$ cat config.mk
export PLATFORM = sky130hd
export DESIGN_NAME = pwm_capture
export DESIGN_NICKNAME = d
export VERILOG_FILES = /design/src/rtl/pwm_capture_pkg.sv /design/src/rtl/pwm_capture_edge_sync.sv /design/src/rtl/pwm_capture.sv
export SDC_FILE = /design/constraint.sdc
export NUM_CORES = 1
export LEC_CHECK = 0
export CORE_ASPECT_RATIO = 1.5
export CORE_MARGIN = 3
export CORE_UTILIZATION = 33
export DETAILED_ROUTE_END_ITERATION = 16
export SYNTH_ARGS = -nofsm -noshare
export SYNTH_HDL_FRONTEND = slang
export SYNTH_SLANG_ARGS = --single-unit
$ cat constraint.sdc
create_clock -name clk -period 2.2 [get_ports clk]
set_input_delay 0.33 -clock clk [delete_from_list [all_inputs] [get_ports clk]]
set_output_delay 0.33 -clock clk [all_outputs]
set_load 0.02 [all_outputs]
$ cat src/rtl/pwm_capture_pkg.sv
// Shared definitions for the PWM capture path: FSM state encodings and default widths,
// kept in one place so generator and capture agree on counter sizes.
package pwm_capture_pkg;

  localparam int CW_DEFAULT       = 8;
  localparam int FILT_LEN_DEFAULT = 3;

  typedef enum logic [1:0] {
    IDLE = 2'd0,
    HIGH = 2'd1,
    LOW  = 2'd2
  } cap_state_e;

endpackage

$ cat src/rtl/pwm_capture_edge_sync.sv
// Edge front end for pwm_capture: 2-FF synchronizer, optional glitch filter
// (PWM_CAP_FILTER_EN), one-cycle delayed copy and rise/fall strobes.
module pwm_capture_edge_sync
  import pwm_capture_pkg::*;
#(
  parameter int FILT_LEN = FILT_LEN_DEFAULT
) (
  input  logic clk,
  input  logic rst,
  input  logic pwm_in,
  output logic rise,
  output logic fall
);

  logic s1;
  logic s2;
  logic s3;
  logic f;

  if (FILT_LEN < 1) begin : g_bad_filt_len
    $error("pwm_capture_edge_sync: FILT_LEN must be at least 1");
  end

  always_ff @(posedge clk or posedge rst) begin
    if (rst) begin
      s1 <= 1'b0;
      s2 <= 1'b0;
    end else begin
      s1 <= pwm_in;
      s2 <= s1;
    end
  end

`ifdef PWM_CAP_FILTER_EN
  localparam int FCW = (FILT_LEN > 1) ? $clog2(FILT_LEN) : 1;
  localparam logic [FCW-1:0] FILT_TC = FCW'(FILT_LEN - 1);

  logic [FCW-1:0] filt_cnt;

  // f follows s2 only once s2 has disagreed for FILT_LEN cycles in a row
  always_ff @(posedge clk or posedge rst) begin
    if (rst) begin
      f        <= 1'b0;
      filt_cnt <= '0;
    end else if (s2 == f) begin
      filt_cnt <= '0;
    end else if (filt_cnt == FILT_TC) begin
      f        <= s2;
      filt_cnt <= '0;
    end else begin
      filt_cnt <= filt_cnt + FCW'(1);
    end
  end
`else
  assign f = s2;
`endif

  always_ff @(posedge clk or posedge rst) begin
    if (rst) begin
      s3 <= 1'b0;
    end else begin
      s3 <= f;
    end
  end

  assign rise = f & ~s3;
  assign fall = ~f & s3;

endmodule

$ cat src/rtl/pwm_capture.sv
// PWM receiver: measures high time and rise-to-rise period of each complete cycle in clk cycles.
// Optional input glitch filter is enabled with PWM_CAP_FILTER_EN.
//
// state | meaning
// IDLE  | disarmed; waiting for the first rise (also after EN=0 or saturation)
// HIGH  | input high; per_cnt counts the high phase
// LOW   | input low; per_cnt keeps counting until the closing rise
module pwm_capture
  import pwm_capture_pkg::*;
#(
  parameter int CW       = CW_DEFAULT,
  parameter int FILT_LEN = FILT_LEN_DEFAULT
) (
  input  logic          clk,
  input  logic          rst,
  input  logic          en,
  input  logic          pwm_in,
  output logic [CW-1:0] duty,
  output logic [CW-1:0] period,
  output logic          valid,
  output logic          ovf,
  output logic          busy
);

  localparam logic [CW-1:0] CNT_MAX = '1;

  cap_state_e    state;
  cap_state_e    state_n;
  logic [CW-1:0] per_cnt;
  logic [CW-1:0] per_cnt_n;
  logic [CW-1:0] hi_lat;
  logic [CW-1:0] hi_lat_n;
  logic [CW-1:0] duty_n;
  logic [CW-1:0] period_n;
  logic          valid_n;
  logic          ovf_n;
  logic          rise;
  logic          fall;

  pwm_capture_edge_sync #(
    .FILT_LEN(FILT_LEN)
  ) u_edge_sync (
    .clk   (clk),
    .rst   (rst),
    .pwm_in(pwm_in),
    .rise  (rise),
    .fall  (fall)
  );

  always_ff @(posedge clk or posedge rst) begin
    if (rst) begin
      state   <= IDLE;
      per_cnt <= '0;
      hi_lat  <= '0;
      duty    <= '0;
      period  <= '0;
      valid   <= 1'b0;
      ovf     <= 1'b0;
    end else begin
      state   <= state_n;
      per_cnt <= per_cnt_n;
      hi_lat  <= hi_lat_n;
      duty    <= duty_n;
      period  <= period_n;
      valid   <= valid_n;
      ovf     <= ovf_n;
    end
  end

  always_comb begin
    state_n   = state;
    per_cnt_n = per_cnt;
    hi_lat_n  = hi_lat;
    duty_n    = duty;
    period_n  = period;
    valid_n   = 1'b0;
    ovf_n     = 1'b0;
    if (!en) begin
      state_n   = IDLE;
      per_cnt_n = '0;
    end else begin
      case (state)
        IDLE: begin
          if (rise) begin
            state_n   = HIGH;
            per_cnt_n = CW'(1);
          end
        end
        HIGH: begin
          // a high phase reaching CNT_MAX cannot belong to a measurable period
          if (per_cnt == CNT_MAX) begin
            ovf_n     = 1'b1;
            state_n   = IDLE;
            per_cnt_n = '0;
          end else if (fall) begin
            hi_lat_n  = per_cnt;
            state_n   = LOW;
            per_cnt_n = per_cnt + CW'(1);
          end else begin
            per_cnt_n = per_cnt + CW'(1);
          end
        end
        LOW: begin
          if (rise) begin
            duty_n    = hi_lat;
            period_n  = per_cnt;
            valid_n   = 1'b1;
            state_n   = HIGH;
            per_cnt_n = CW'(1);
          end else if (per_cnt == CNT_MAX) begin
            ovf_n     = 1'b1;
            state_n   = IDLE;
            per_cnt_n = '0;
          end else begin
            per_cnt_n = per_cnt + CW'(1);
          end
        end
        default: begin
          state_n   = IDLE;
          per_cnt_n = '0;
        end
      endcase
    end
  end

  assign busy = (state != IDLE);

endmodule

==> results of run 1 <==
[cell type report]
class	instances	area, sq um
clock buffers	6	72.6
clock inverters	2	12.5
fillers	490	2850
inverters	7	26.3
multi-input cells	86	698
flip-flops and latches	39	976
well taps	66	82.6
repair buffers	26	250
[metrics by stage]
step | cells | cell area (sq um)
after floorplan | 136 | 1730
after global placement | 224 | 2030
after detailed placement | 224 | 2030
after CTS | 232 | 2120
after global routing | 232 | 2120
final | 232 | 2120
[per-layer routing]
layer	vias to the layer above	part of all wire
li1	540	-
met4	0	0.021
met2	15	0.56
met1	551	0.39
met3	5	0.026
met5	-	0
[worst paths after layout]
path	end	startpoint	slack, ns	cells after the start
setup / recovery	busy	state[0]	0.18	4
hold / removal	u_edge_sync.f	u_edge_sync.s1	0.36	0
setup reg to reg	per_cnt[7]	state[1]	0.38	7
hold reg to reg	u_edge_sync.f	u_edge_sync.s1	0.36	0
max in group asynchronous	period[1]	rst	1.40	3
min in group asynchronous	duty[2]	rst	0.46	3
[power by group]
group | leakage [uW] | internal (uW) | switching (uW)
sequential | 0.000532 | 769 | 41.4
combinational | 0.000433 | 174 | 220
clock | 0.0000412 | 221 | 242
total | 0.00101 | 1160 | 503
[registers in the layout, indices dropped and copies added, names as in the netlist]
name,count
u_edge_sync.s1,1
duty,8
u_edge_sync.f,1
valid,1
period,8
u_edge_sync.s3,1
state,2
per_cnt,8
hi_lat,8
ovf,1
[Yosys cell counts (all sizes together)]
cell,n
o2111ai,2
nor2b,2
a2bb2oi,1
nand3,5
nand2b,2
xor2,4
nor3b,1
nor3,3
a311o,1
buf,3
o211ai,1
o21bai,1
inv,7
and4,1
ha,5
a41o,1
clkbuf,1
o21ai,4
nor4,1
o2bb2ai,1
nor2,8
and3,2
a21oi,5
dfrtp,39
mux2,24
nand2,7
nand4,3
o22ai,1
[critical path, stage by stage (launching register included)]
cell	delay [ns]
dfrtp_1	0.40
inv_1	0.08
ha_1	0.26
inv_1	0.07
clkdlybuf4s50_1	0.60
[layout by cell type, fill, tap and decap left out, drive strengths merged, types with 2 or more instances in the layout]
| master | count |
|---|---|
| nor3 | 3 |
| buf | 4 |
| nand2 | 7 |
| clkbuf | 6 |
| xor2 | 4 |
| mux2 | 24 |
| inv | 7 |
| o2111ai | 2 |
| dfrtp | 39 |
| clkdlybuf4s50 | 22 |
| and3 | 2 |
| ha | 5 |
| nand2b | 2 |
| a21oi | 5 |
| nor2 | 8 |
| nand4 | 3 |
| nor2b | 2 |
| o21ai | 4 |
| nand3 | 5 |
[logic make-up after synthesis]
group                    after synthesis  share of synthesized area
XOR/XNOR                               4                     0.0203
buffers and inverters                 11                     0.0318
AND/OR/NAND/NOR                       35                      0.119
flip-flops                            39                      0.564
adder cells (fa/ha/maj)                5                     0.0362
AO/OA/AOI/OAI                         18                     0.0702
multiplexers                          24                      0.158
==> impl_metrics.py, run 1 <==
metrics = {
    "clocking": {
        "holdBufCountCts": 0,
        "clock_sink_count": 39,
        "cts-resized-gates": 0,
        "postCtsSetupBuffers": 0,
        "clk-insertion-delay-late_ns": 0.28,
        "cts_max_path_buffers": 2,
        "clockRootBuffer": "clkbuf_8",
        "htreeDepth": 2,
        "numCtsBuffers": 5,
        "path_clk_slew_ns": 0.07,
        "cts_tree": "built",
    },
    "timing": {
        "finalMaxSlewViolations": 0,
        "final.setup_skew_ns": 0.00470,
        "fin_setup_tns_ns": 0,
        "period_share": 0.917,
        "relSlewSlack": 0.644,
        "rsz0062_at_grt": "false",
        "fmax_ghz": 0.496,
        "layout_min_cycle_time_ns": 2.02,
        "finalHoldViolations": 0,
        "worstMarginPinSlew_ns": 0.532,
        "setup_violations": 0,
        "setup_ws_ns": 0.182,
        "holdWs_ns": 0.355,
    },
    "route": {
        "ant_nets": 0,
        "vias_per_cell": 4.79,
        "drt_iter0_drc": 26,
        "routed_wl_mm": 3.09,
        "dr.pass1.iters": 4,
        "drc": 0,
        "wire_per_inst_um": 13.3,
        "via_count": 1111,
    },
    "power_and_ir_drop": {
        "vdd_drop_max_mv": 0.440,
        "powerDensity_nw_per_um2": 787,
        "power_leakage_uw": 0.00101,
        "total_power_uw": 1670,
    },
    "logic_synthesis": {
        "synth_cell_types": 35,
        "yosysTopAreaCell": "dfrtp_1",
        "netlist_area_sq_um": 1730,
        "synthCells": 136,
        "ys_ff_latch": 39,
        "ys_top_cells_by_area": "dfrtp_1 (56%), mux2_2 (15%), ha_1 (3.6%)",
        "ys_seq_area_frac": 0.564,
        "yosysWarnings": 0,
        "syn-mean-instance-area_sq_um": 12.7,
        "synth_top_area_share": 0.564,
        "syn_nets": 145,
    },
    "setup_path": {
        "worst_ep_required_time_ns": 1.87,
        "path_max_fanout": 5,
        "crit_path_end_kind": "output port",
        "crit_type": "flop to output port",
        "crit_arrival_ns": 1.69,
        "start_kind": "flop",
    },
    "status": {
        "status": "complete, no violations",
    },
    "floorplan": {
        "fp.dieW_um": 65.1,
        "boundaryPins": 23,
        "placementRows": 31,
        "core-area_sq_um": 4960,
        "initial_utilization": 0.348,
        "die_h_um": 94.7,
        "dieArea_sq_um": 6160,
    },
    "final_layout": {
        "area_growth_syn_to_layout_pct": 22.5,
        "antenna_cells": 0,
        "fin_nets": 174,
        "post_route_cells_drive_above_1_share": 0.241,
        "post-route-util": 0.427,
    },
    "global_route": {
        "grt_pass1_wl_mm": 5.35,
        "grtUsageTotal": 0.116,
        "met1_usage": 0.131,
        "busiest_layer": "met2",
        "antenna_found_initial": 0,
        "grt_pass1_vias": 1128,
        "overflow": 0,
        "grt_use_met3": 0.0286,
        "grt_max_degree": 40,
        "met2_usage": 0.203,
    },
    "worst_hold_path": {
        "min-delay-path-class": "flop to flop",
    },
    "placement": {
        "port_buffers": 22,
        "pre_cts_ws_ns": 0.166,
        "dp_hpwl_mm": 2.30,
        "place_congestion": 0.836,
    },
    "run": {
        "maxCapViolCount": 0,
    },
}
No activity file was read; power rests on OpenSTA's default activity.
==> run 2, diff against run 1 <==
--- a/config.mk
+++ b/config.mk
@@ -9,6 +9,7 @@
 export CORE_MARGIN = 3
 export CORE_UTILIZATION = 33
 export DETAILED_ROUTE_END_ITERATION = 16
+export SLEW_MARGIN = 20
 export SYNTH_ARGS = -nofsm -noshare
 export SYNTH_HDL_FRONTEND = slang
 export SYNTH_SLANG_ARGS = --single-unit
==> results of run 2 <==
Final layout, timing and power as in run 1 (identical DEF).
